### config.mk
export PLATFORM = sky130hd
export DESIGN_NAME = ps2_scancode_receiver
export DESIGN_NICKNAME = d
export VERILOG_FILES = /design/src/rtl/ps2_scancode_receiver.sv
export SDC_FILE = /design/constraint.sdc
export NUM_CORES = 1
export LEC_CHECK = 0
export ABC_CLOCK_PERIOD_IN_PS = 3000
export BUFFER_PORTS_ARGS = -buffer_cell sky130_fd_sc_hd__buf_4
export CAP_MARGIN = 20
export CORE_ASPECT_RATIO = 0.6
export CORE_UTILIZATION = 32
export CTS_CLUSTER_DIAMETER = 200
export DETAILED_ROUTE_END_ITERATION = 8
export MAX_ROUTING_LAYER = met4
export PLACE_DENSITY = 0.49
export SYNTH_ARGS = -nofsm -noshare
export SYNTH_HDL_FRONTEND = slang
export SYNTH_SLANG_ARGS = --single-unit
### constraint.sdc
create_clock -name CLK -period 3 [get_ports CLK]
set_input_delay 0 -clock CLK [delete_from_list [all_inputs] [get_ports CLK]]
set_output_delay 0 -clock CLK [all_outputs]
set_load 0.005 [all_outputs]
### src/rtl/ps2_scancode_receiver.sv
// PS/2 device-to-host scancode receiver.
// Oversampled, deglitched framing with E0/F0 folding and FWFT queue.
module ps2_scancode_receiver #(
  parameter int CLK_DIV       = 250,
  parameter int FILTER_LEN    = 4,
  parameter int TIMEOUT_TICKS = 4000,
  parameter int FIFO_DEPTH    = 8
) (
  input  logic                        CLK,
  input  logic                        RST,
  input  logic                        PS2_CLK,
  input  logic                        PS2_DATA,
  output logic [7:0]                  code_out,
  output logic                        code_ext,
  output logic                        code_break,
  output logic                        code_valid,
  input  logic                        code_ready,
  output logic                        frame_err,
  output logic                        overflow,
  output logic [$clog2(FIFO_DEPTH):0] fifo_count
);

  localparam int DW = $clog2(CLK_DIV);
  localparam int FW = $clog2(FILTER_LEN + 1);
  localparam int IW = $clog2(TIMEOUT_TICKS + 1);
  localparam int AW = $clog2(FIFO_DEPTH);
  localparam int CW = AW + 1;

  typedef enum logic [1:0] {
    IDLE  = 2'd0,
    RECV  = 2'd1,
    CHECK = 2'd2
  } state_t;

  logic          ck_s1_q, ck_s2_q;
  logic          dt_s1_q, dt_s2_q;
  logic [DW-1:0] div_q, div_d;
  logic          tick;
  logic          filt_q;
  logic [FW-1:0] flt_cnt_q;
  logic          fall_w;
  state_t        state_q, state_d;
  logic [3:0]    bit_cnt_q;
  logic [IW-1:0] idle_q;
  logic [9:0]    shift_q;
  logic          timeout_w;
  logic          frame_ok;
  logic          ferr_d, push_req;
  logic          ext_q, ext_d, brk_q, brk_d;
  logic          ovf_w;
  logic [9:0]    mem [FIFO_DEPTH];
  logic [AW-1:0] wr_q, rd_q;
  logic [CW-1:0] cnt_q;
  logic          full, pop, do_push;
  logic [9:0]    head;

  // Two-flop synchronisers, idle-high after reset
  always_ff @(posedge CLK) begin
    if (RST) begin
      ck_s1_q <= 1'b1;
      ck_s2_q <= 1'b1;
      dt_s1_q <= 1'b1;
      dt_s2_q <= 1'b1;
    end else begin
      ck_s1_q <= PS2_CLK;
      ck_s2_q <= ck_s1_q;
      dt_s1_q <= PS2_DATA;
      dt_s2_q <= dt_s1_q;
    end
  end

  assign tick  = (div_q == DW'(CLK_DIV - 1));
  assign div_d = tick ? '0 : div_q + DW'(1);

  // Sample tick divider
  always_ff @(posedge CLK) begin
    if (RST) div_q <= '0;
    else     div_q <= div_d;
  end

  // Filtered clock only flips after FILTER_LEN agreeing ticks
  always_ff @(posedge CLK) begin
    if (RST) begin
      filt_q    <= 1'b1;
      flt_cnt_q <= '0;
    end else if (tick) begin
      if (ck_s2_q != filt_q) begin
        if (flt_cnt_q == FW'(FILTER_LEN - 1)) begin
          filt_q    <= ck_s2_q;
          flt_cnt_q <= '0;
        end else begin
          flt_cnt_q <= flt_cnt_q + FW'(1);
        end
      end else begin
        flt_cnt_q <= '0;
      end
    end
  end

  assign fall_w = tick && filt_q && !ck_s2_q &&
                  (flt_cnt_q == FW'(FILTER_LEN - 1));

  assign timeout_w = (state_q == RECV) && tick && !fall_w &&
                     (idle_q == IW'(TIMEOUT_TICKS - 1));

  // FSM state register
  always_ff @(posedge CLK) begin
    if (RST) state_q <= IDLE;
    else     state_q <= state_d;
  end

  // FSM next-state logic
  always_comb begin
    state_d = state_q;
    unique case (state_q)
      IDLE:  if (fall_w && !dt_s2_q) state_d = RECV;
      RECV: begin
        if (fall_w && bit_cnt_q == 4'd10) state_d = CHECK;
        else if (timeout_w)               state_d = IDLE;
      end
      CHECK: state_d = IDLE;
      default: state_d = IDLE;
    endcase
  end

  // Bit shifter, bit counter and idle tick counter
  always_ff @(posedge CLK) begin
    if (RST) begin
      bit_cnt_q <= '0;
      idle_q    <= '0;
      shift_q   <= '0;
    end else if (state_q == IDLE) begin
      if (fall_w && !dt_s2_q) begin
        bit_cnt_q <= 4'd1;
        idle_q    <= '0;
      end
    end else if (state_q == RECV) begin
      if (fall_w) begin
        shift_q   <= {dt_s2_q, shift_q[9:1]};
        bit_cnt_q <= bit_cnt_q + 4'd1;
        idle_q    <= '0;
      end else if (tick) begin
        idle_q <= idle_q + IW'(1);
      end
    end
  end

  assign frame_ok = (^shift_q[8:0]) && shift_q[9];

  // FSM outputs: error, push request and prefix flag updates
  always_comb begin
    ferr_d   = 1'b0;
    push_req = 1'b0;
    ext_d    = ext_q;
    brk_d    = brk_q;
    if (timeout_w) begin
      ferr_d = 1'b1;
      ext_d  = 1'b0;
      brk_d  = 1'b0;
    end else if (state_q == CHECK) begin
      if (!frame_ok) begin
        ferr_d = 1'b1;
        ext_d  = 1'b0;
        brk_d  = 1'b0;
      end else if (shift_q[7:0] == 8'hE0) begin
        ext_d = 1'b1;
      end else if (shift_q[7:0] == 8'hF0) begin
        brk_d = 1'b1;
      end else begin
        push_req = 1'b1;
        ext_d    = 1'b0;
        brk_d    = 1'b0;
      end
    end
  end

  assign full    = (cnt_q == CW'(FIFO_DEPTH));
  assign pop     = (cnt_q != '0) && code_ready;
  assign do_push = push_req && (!full || pop);
  assign ovf_w   = push_req && full && !pop;

  // Flags and single-cycle status pulses
  always_ff @(posedge CLK) begin
    if (RST) begin
      ext_q     <= 1'b0;
      brk_q     <= 1'b0;
      frame_err <= 1'b0;
      overflow  <= 1'b0;
    end else begin
      ext_q     <= ext_d;
      brk_q     <= brk_d;
      frame_err <= ferr_d;
      overflow  <= ovf_w;
    end
  end

  // Queue storage, written at the tail
  always_ff @(posedge CLK) begin
    if (do_push) mem[wr_q] <= {ext_q, brk_q, shift_q[7:0]};
  end

  // Queue pointers and occupancy
  always_ff @(posedge CLK) begin
    if (RST) begin
      wr_q  <= '0;
      rd_q  <= '0;
      cnt_q <= '0;
    end else begin
      if (do_push) wr_q <= wr_q + AW'(1);
      if (pop)     rd_q <= rd_q + AW'(1);
      if (do_push && !pop)      cnt_q <= cnt_q + CW'(1);
      else if (!do_push && pop) cnt_q <= cnt_q - CW'(1);
    end
  end

  assign head       = mem[rd_q];
  assign code_valid = (cnt_q != '0);
  assign code_out   = code_valid ? head[7:0] : 8'h00;
  assign code_ext   = code_valid && head[9];
  assign code_break = code_valid && head[8];
  assign fifo_count = cnt_q;

endmodule
==> results of run 1 <==
logic make-up (layout without fill, tap and decap cells):
| group | count (synthesis) | in the layout | share of synthesized area (%) |
|---|---|---|---|
| buffers and inverters | 31 | 99 | 2.39 |
| muxes | 38 | 38 | 10.5 |
| AOI/OAI and AO/OA | 42 | 42 | 4.64 |
| adders and majority gates | 17 | 17 | 3.66 |
| DFF | 141 | 141 | 60.3 |
| and+or+nand+nor | 152 | 152 | 14.5 |
| xor gates and xnor gates | 25 | 25 | 4.02 |
placed cells by master, fill, tap and decap left out, drive strengths merged, types with 2 or more instances in the layout:
cell type and instances:
nand4b 2, ha 16, nor3b 6, a21o 3
nand3 10, clkinv 6, nor2b 3, nand2 26
inv 15, bufinv 2, nor4 8, a22oi 2
nor3 13, xor2 8, and2 3, buf 51
mux2i 18, a211oi 2, edfxtp 80, clkbuf 20
or2 5, a21oi 17, clkinvlp 2, dfxtp 61
and4 2, nand3b 4, nand4 5, mux4 20
a311oi 3, nor2 55, nand2b 4, o21ai 4
a2bb2oi 2, xnor2 16, dlygate4sd3 3
area by class of cell:
type | count | area [um2] | area share (%)
timing repair buffer | 54 | 413 | 5.69
sequential | 141 | 3630 | 49.9
multi-input combinational | 274 | 2300 | 31.7
inverter | 13 | 48.8 | 0.672
tap | 240 | 300 | 4.14
clock buffer | 20 | 437 | 6.01
clock inverter | 12 | 138 | 1.90
layer usage:
metal	share of wire, %	global-route usage (%)
met1	53	20.3
met5	0	-
met4	0.55	3.63
met2	43	19.4
met3	3.7	3.62
registers in the layout, indices dropped and copies added (netlist names), named ones only:
register / cells
shift_q: 10
dt_s1_q: 1
rd_q: 3
flt_cnt_q: 3
frame_err: 1
filt_q: 1
dt_s2_q: 1
ck_s1_q: 1
div_q: 8
brk_q: 1
wr_q: 3
fifo_count: 4
idle_q: 12
bit_cnt_q: 4
state_q: 2
ext_q: 1
ck_s2_q: 1
mem: 80
overflow: 1
timing repair:
| item | in CTS | in global routing |
|---|---|---|
| endpoints found under the setup margin | 0 | 1 |
| buffers inserted | 0 | 5 |
| endpoints found under the hold margin | 4 | 0 |
| resized for setup | 0 | 8 |
| hold buffers | 3 | 0 |
power groups by stage:
| stage | clock (mW) | sequential, mW | combinational (mW) |
|---|---|---|---|
| final | 2.03 | 2.12 | 0.853 |
| after global routing | 2.17 | 2.13 | 0.953 |
| after CTS | 2.08 | 2.12 | 0.860 |
| after detailed placement | 0 | 2.16 | 0.854 |
| after global placement | 0 | 2.16 | 0.853 |
| after floorplan | 0 | 2.15 | 0.522 |
worst max-delay path by stage:
stage / from / end / slack (ns) / depth (start not counted)
floorplan: shift_q[4]$_SDFFE_PP0P_ / fifo_count[3]$_SDFFE_PP0P_ / 0.02 / 13
global placement: shift_q[6]$_SDFFE_PP0P_ / fifo_count[3]$_SDFFE_PP0P_ / 0.16 / 12
detailed placement: shift_q[6]$_SDFFE_PP0P_ / fifo_count[3]$_SDFFE_PP0P_ / 0.12 / 12
CTS: shift_q[6]$_SDFFE_PP0P_ / fifo_count[3]$_SDFFE_PP0P_ / 0.12 / 12
global route: shift_q[4]$_SDFFE_PP0P_ / fifo_count[3]$_SDFFE_PP0P_ / 0.007 / 13
finish: shift_q[4]$_SDFFE_PP0P_ / fifo_count[3]$_SDFFE_PP0P_ / 0.15 / 13
worst reg2reg max path: cells and delay by family (launching register included):
| kind | cells | cell delay [ns] |
|---|---|---|
| adders and majority gates | 3 | 0.65 |
| AOI/OAI and AO/OA | 3 | 0.41 |
| DFF | 1 | 0.35 |
| xor gates and xnor gates | 3 | 0.69 |
| buffers and inverters | 2 | 0.11 |
| and+or+nand+nor | 2 | 0.58 |
==> qor.yml, run 1 <==
outcome: "finished, final reports clean"
skew_ns: 0.0153
ys_async_sr_fraction_pct: 0
fin_hold_ws_ns: 0.0392
diodes: 0
leakage_nw: 2.47
switching_share_pct: 25.1
worstHoldPathCells: 2
grt_remaining_overflow: 0
crit_type: "register to register"
ctsRootBufferMaster: "clkbuf_16"
synth_common_cells: "80 x edfxtp_1, 61 x dfxtp_1, 54 x nor2_1"
drc_errors: 0
h-tree-depth: 4
drt_iter0_drc: 201
synth_top_cell_by_area: "edfxtp_1"
hold_path.class: "primary input to register"
crit_family: "XOR/XNOR gates"
post_drt_wl_per_cell_um: 16.1
switching_power_mw: 1.25
whs_endpoint: "shift_q[3]$_SDFFE_PP0P_"
relSlewSlack_pct: 49.3
r2r_cells: 13
synth-seq-area-share_pct: 60.3
final_nets: 523
drt_pass1_iterations: 4
row_count: 38
synth_fp_nets: 468
min_from: "RST"
ios: 22
syn-cell-area_um2: 6010
layout_min_cycle_time_ns: 2.85
final_util_pct: 39.9
cp-end-kind: "register"
tightest_slew_ns: 0.760
gp_congestion: 0.729
regToRegEndpoint: "fifo_count[3]$_SDFFE_PP0P_"
cts_max_path_buffers: 2
wl_um: 12200
rsz0062_at_grt: "no"
initial_core_util_pct: 33.0
die_x_um: 179
cts_buffers: 17
synth_area_per_cell_um2: 13.5
worst-path-buf-inv: 2
ys_warn_count: 0
p_seq_share_pct: 42.4
fin_cells: 754
reg2reg_slack_ns: 0.15
post-place-ws_ns: 0.122
cp.arrival_ns: 3.18
cp.required_ns: 3.33
path_cells: "inv_2 -> ha_4 -> xnor3_2 -> xnor2_4 -> nor3_4 -> ha_2 -> inv_2 -> ha_4 -> a21o_1 -> a21oi_2 -> xnor2_1 -> or3_1 -> a21oi_1"
finalCritPeriodShare_pct: 94.9
fmax_mhz: 351
clk_latency_ns: 0.41
setup_violations: 0
fin_ws_ns: 0.152
vias: 3566
power_density_nw_per_um2: 689
combPwrFrac_pct: 17.0
synth_flop_cell: "edfxtp_1"
io_buffers: 21
ys_ff_latch: 141
cts_tree: "yes"
ir_drop_v: 0.000362
dieArea_um2: 19300
postPlaceCellArea_um2: 6570
vias_per_cell: 4.73
ys_top_cells_by_area: "edfxtp_1 40%, dfxtp_1 20%, mux4_2 7.5%, nor2_1 3.4%, ha_1 3.3%"
drive_gt1_share_pct: 27.0
critPathSlowestCell: "xnor3_2"
p_int_mw: 3.75
power_mw: 5.01
antenna_found_initial: 0
ys_types: 60
r2r_start: "shift_q[4]$_SDFFE_PP0P_"
syn2layout_area_growth_pct: 20.8
synth_edf_count: 80
finalHoldViolations: 0
die_h_um: 108
max_cap_violations: 0
stdcell_area_um2: 7260
crit_fanout: 4
fill_cells: 1689
grt_pass1_vias: 3638
clk_pin_slew_worst_paths_ns: 0.06
ant_nets: 0
grt_usage_pct: 14.1
synthCells: 446
dp_hpwl_um: 8180
core_area_um2: 18200
clkPwrFrac_pct: 40.6
fin_setup_tns_ns: 0
grt_first_pass_wirelength_um: 19600
grt_max_degree: 44
cts.sinks: 141
start_kind: "register"
place_inst: 714
yosysTopAreaCellShare_pct: 40.0
worst_path_largest_cell_delay_ns: 0.41
final-max-slew-violation-count: 0
yosysMostFrequentCell: "edfxtp_1"
(Power assumes the default switching activity.)
==> run 2, diff against run 1 <==
--- a/config.mk
+++ b/config.mk
@@ -9,10 +9,11 @@
 export BUFFER_PORTS_ARGS = -buffer_cell sky130_fd_sc_hd__buf_4
 export CAP_MARGIN = 20
-export CORE_ASPECT_RATIO = 0.6
+export CELL_PAD_IN_SITES_DETAIL_PLACEMENT = 1
+export CELL_PAD_IN_SITES_GLOBAL_PLACEMENT = 1
 export CORE_UTILIZATION = 32
 export CTS_CLUSTER_DIAMETER = 200
 export DETAILED_ROUTE_END_ITERATION = 8
 export MAX_ROUTING_LAYER = met4
-export PLACE_DENSITY = 0.49
+export PLACE_DENSITY = 0.57
 export SYNTH_ARGS = -nofsm -noshare
 export SYNTH_HDL_FRONTEND = slang
==> constraint.sdc (replaced) <==
create_clock -name CLK -period 3 [get_ports CLK]
set_input_delay 0.45 -clock CLK [delete_from_list [all_inputs] [get_ports CLK]]
set_output_delay 0.45 -clock CLK [all_outputs]
set_load 0.005 [all_outputs]
==> qor.yml, run 2 (same netlist as run 1, synthesis figures left out) <==
outcome: "finished, violations left"
violations: "design-rule violations"
setup_violations: 0
clk_pin_slew_worst_paths_ns: 0.06
mostFrequentLayoutCell: "edfxtp_1"
final_nets: 517
ios: 22
cp.arrival_ns: 3.26
regMostFlops: "mem"
antenna_found_initial: 0
fill_cells: 1883
clk_latency_ns: 0.42
place_inst: 702
multi_input_area_um2: 2300
cp.required_ns: 3.35
top_regs: "mem: 80 flops, idle_q: 12 flops, shift_q: 10 flops"
final_cell_mix: "80 x edfxtp_1, 57 x dfxtp_1, 54 x nor2_1"
critPathSlowestCell: "or3_1"
syn2layout_area_growth_pct: 21.3
fin_setup_tns_ns: 0
initial_core_util_pct: 33.0
drc_errors: 2
crit_fanout: 4
post-place-ws_ns: 0.0760
max_cap_violations: 0
dieArea_um2: 19300
relSlewSlack_pct: 50.1
dp_hpwl_um: 8140
drive_gt1_share_pct: 27.0
start_kind: "register"
fin_cells: 736
cts_tree: "yes"
finalCritPeriodShare_pct: 97.1
worst_path_largest_cell_delay_ns: 0.39
cts.sinks: 141
grt_pass1_vias: 3952
cts_max_path_buffers: 2
io_buffers: 21
cp-end-kind: "register"
postPlaceCellArea_um2: 6550
vias: 3659
grt_first_pass_wirelength_um: 20700
drt_iter0_drc: 159
cts_buffers: 17
crit_type: "register to register"
skew_ns: 0.00784
die_x_um: 139
ir_drop_v: 0.000363
register_area_um2: 3630
vias_per_cell: 4.97
drt_pass1_iterations: 6
largest_reg_flops: 80
row_count: 49
fin_ws_ns: 0.0865
fmax_mhz: 343
grt_usage_pct: 14.6
stdcell_area_um2: 7290
gp_congestion: 0.695
tightest_slew_ns: 0.748
final-max-slew-violation-count: 0
post_drt_wl_per_cell_um: 17.1
diodes: 0
ant_nets: 0
layout_min_cycle_time_ns: 2.91
core_area_um2: 18200
path_cells: "inv_1 -> ha_4 -> xnor3_2 -> xnor2_4 -> nor3_4 -> ha_2 -> inv_2 -> ha_4 -> a21o_1 -> a21oi_2 -> xnor2_1 -> or3_1 -> a21oi_2"
ctsRootBufferMaster: "clkbuf_16"
grt_remaining_overflow: 0
finalHoldViolations: 0
wl_um: 12600
grt_max_degree: 44
hold_path.class: "primary input to register"
final_util_pct: 40.0
h-tree-depth: 4
power_density_nw_per_um2: 737
leakage_nw: 2.49
die_h_um: 139
[run 2: cell types whose count changed in the layout (fill, tap and decap cells not counted), moves of 2 or more]
cell | previous run | this run
inv_6 | 2 | 4
clkinv_2 | 2 | 0
bufinv_16 | 2 | 6
clkinv_4 | 4 | 2
buf_4 | 51 | 48
dlygate4sd3_1 | 3 | 0
clkinvlp_4 | 2 | 0
[run 2: through the flow]
step           power (mW)  hold WS (ns)
2_1_floorplan        2.67         0.389
3_3_place_gp         3.01         0.398
3_5_place_dp         3.02         0.397
4_1_cts              5.45         0.197
5_1_grt              5.62         0.195
6_report             5.37         0.213
[run 2: what timing repair did]
action / 4_1_cts / 5_1_grt
endpoints found under the setup margin: 0 / 1
hold endpoints to repair: 0 / 0
gates resized for setup: 0 / 9
setup buffers: 0 / 3
hold buffers: 0 / 0
[run 2: final timing paths]
path	to	startpoint	cells after the start	slack (ns)
worst min register to register	ck_s2_q$_SDFF_PP1_	ck_s1_q$_SDFF_PP1_	1	0.41
worst max register to register	fifo_count[3]$_SDFFE_PP0P_	shift_q[4]$_SDFFE_PP0P_	13	0.09
worst min-delay path	dt_s1_q$_SDFF_PP1_	PS2_DATA	2	0.21
worst max-delay path	fifo_count[3]$_SDFFE_PP0P_	shift_q[4]$_SDFFE_PP0P_	13	0.09
[run 2: area by class of cell]
type / count / share of cell area, %
Timing Repair Buffer: 48 / 4.94
Inverter: 13 / 0.669
Clock inverter: 12 / 3.19
Tap cell: 229 / 3.93
Clock buffer: 19 / 5.94
Sequential cell: 141 / 49.8
Multi-Input combinational cell: 274 / 31.6
[run 2: critical path: cells and delay by family (launching register included)]
family	cells	cell delay (ns)
XOR/XNOR	3	0.66
buffers and inverters	2	0.12
adder cells (fa/ha/maj)	3	0.69
flip-flops	1	0.33
AO/OA/AOI/OAI	3	0.44
AND/OR/NAND/NOR	2	0.59
[run 2: per-layer routing]
layer  global-route usage (%)  vias up  wire length, um
met3                     3.90       15              317
met5                        -        -                0
met2                     24.9       34             6470
met4                     4.74        0              148
li1                         -     1743                -
met1                     16.5     1867             5620
[run 2: power breakdown]
group	total, mW	leakage [nW]	switching, mW	internal [mW]
combinational	0.861	0.930	0.404	0.457
clock	2.39	0.323	0.824	1.57
sequential	2.12	1.24	0.0535	2.06
==> run 3, diff against run 2 <==
REMOVE_ABC_BUFFERS = 1   (was unset)
==> qor.yml, run 3 (same netlist as run 1, synthesis figures left out) <==
whs_endpoint: "ck_s1_q$_SDFF_PP1_"
largest_reg_flops: 80
crit_type: "register to register"
cp.required_ns: 3.35
final_nets: 519
top_regs: "mem: 80 flops, idle_q: 12 flops, shift_q: 10 flops"
relSlewSlack_pct: 47.3
io_buffers: 21
cts_tree: "yes"
start_kind: "register"
switching_power_mw: 1.25
cts_max_path_buffers: 2
drt_iter0_drc: 183
r2r_start: "shift_q[4]$_SDFFE_PP0P_"
drt_pass1_iterations: 8
grtUsageMet3_pct: 3.66
syn2layout_area_growth_pct: 19.7
mostFrequentLayoutCell: "edfxtp_1"
cp-end-kind: "register"
fin_setup_tns_ns: 0
min_from: "PS2_CLK"
diodes: 0
final-max-slew-violation-count: 0
hold_path.class: "primary input to register"
power_density_nw_per_um2: 690
h-tree-depth: 4
clk_pin_slew_worst_paths_ns: 0.06
antenna_found_initial: 0
regToRegEndpoint: "fifo_count[3]$_SDFFE_PP0P_"
use_met2_pct: 25.3
ant_nets: 0
switching_share_pct: 25.1
cp.arrival_ns: 3.19
violations: "design-rule violations"
top_usage_layer: "met2"
crit_family: "adder cells"
fmax_mhz: 352
ir_drop_v: 0.000447
reg2reg_slack_ns: 0.16
dieArea_um2: 19300
initial_core_util_pct: 33.0
vias_per_cell: 4.89
gp_congestion: 0.701
cts_hold_buf: 0
cts_buffers: 17
grt_remaining_overflow: 0
grt_max_degree: 44
regMostFlops: "mem"
ios: 22
place_inst: 704
fin_cells: 739
combPwrFrac_pct: 17.5
p_int_mw: 3.72
worstHoldPathCells: 2
row_count: 49
post_drt_wl_per_cell_um: 17.1
p_seq_share_pct: 42.7
dp_hpwl_um: 8310
r2r_cells: 13
drive_gt1_share_pct: 26.7
met1_usage_pct: 16.3
setup_violations: 0
core_area_um2: 18200
leakage_nw: 2.44
finalCritPeriodShare_pct: 94.7
layout_min_cycle_time_ns: 2.84
grt_first_pass_wirelength_um: 20700
final_cell_mix: "80 x edfxtp_1, 60 x dfxtp_1, 54 x nor2_1"
cts.sinks: 141
drc_errors: 2
vias: 3616
path_cells: "inv_2 -> ha_4 -> xnor3_2 -> xnor2_4 -> nor3_4 -> ha_2 -> inv_2 -> ha_4 -> a21o_1 -> a21oi_2 -> xnor2_1 -> or3_1 -> a21oi_1"
ctsRootBufferMaster: "clkbuf_16"
crit_fanout: 3
worst_path_largest_cell_delay_ns: 0.37
clk_latency_ns: 0.43
skew_ns: 0.00944
rsz0062_at_grt: "yes"
finalHoldViolations: 0
grt_pass1_vias: 3914
wl_um: 12600
worst-path-buf-inv: 2
outcome: "finished, violations left"
max_cap_violations: 0
critPathSlowestCell: "xnor3_2"
die_x_um: 139
tightest_slew_ns: 0.790
die_h_um: 139
grt_usage_pct: 14.7
clkPwrFrac_pct: 39.7
run 3: cell types whose count changed in the layout (fill, tap and decap cells not counted), sizes merged:
cell and change:
bufinv -5, clkinv +3, inv -3, clkbuf +3
clkinvlp +3, buf +2
run 3: how the worst max path moves through the flow:
stage	cells after the start	endpoint	start	slack, ns
2_1_floorplan	11	fifo_count[3]$_SDFFE_PP0P_	fifo_count[0]$_SDFFE_PP0P_	-0.14
3_3_place_gp	12	fifo_count[3]$_SDFFE_PP0P_	shift_q[6]$_SDFFE_PP0P_	0.16
3_5_place_dp	12	fifo_count[3]$_SDFFE_PP0P_	shift_q[6]$_SDFFE_PP0P_	0.07
4_1_cts	12	fifo_count[3]$_SDFFE_PP0P_	shift_q[6]$_SDFFE_PP0P_	0.05
5_1_grt	13	fifo_count[3]$_SDFFE_PP0P_	shift_q[4]$_SDFFE_PP0P_	-0.03
6_report	13	fifo_count[3]$_SDFFE_PP0P_	shift_q[4]$_SDFFE_PP0P_	0.16
run 3: cell type report:
class	instances	area, um2
clock inverters	10	93.8
well taps	229	287
repair buffers	50	375
clock buffers	22	464
flip-flops and latches	141	3620
inverters	13	48.8
fillers	1888	11000
multi-input cells	274	2300
run 3: power by group through the flow:
stage | logic, mW | clock network [mW] | registers, mW
floorplan | 0.438 | 0 | 2.20
global placement | 0.849 | 0 | 2.16
detailed placement | 0.860 | 0 | 2.16
CTS | 0.862 | 2.03 | 2.12
global route | 0.966 | 2.11 | 2.13
finish | 0.871 | 1.97 | 2.12
run 3: through the flow:
| step | setup WS, ns | utilization, % | hold WS, ns | total power [mW] | instance area, um2 |
|---|---|---|---|---|---|
| 5_1_grt | -0.0350 | 39.5 | 0.205 | 5.20 | 7190 |
| 3_3_place_gp | 0.161 | 36.0 | 0.398 | 3.01 | 6560 |
| 4_1_cts | 0.0482 | 39.1 | 0.191 | 5.01 | 7120 |
| 2_1_floorplan | -0.136 | - | 0.389 | 2.64 | 5910 |
| 6_report | 0.159 | 39.5 | 0.211 | 4.96 | 7190 |
| 3_5_place_dp | 0.0685 | 36.0 | 0.399 | 3.02 | 6560 |
run 3: repair_timing:
item,4_1_cts,5_1_grt
setup buffers,0,3
setup endpoints to repair,0,1
endpoints found under the hold margin,0,0
gates resized for setup,0,9
run 3: metal layers:
layer	vias up	share of wire (%)
li1	1750	-
met1	1811	44
met2	35	52
met3	20	2.6
met4	0	1.7
met5	-	0
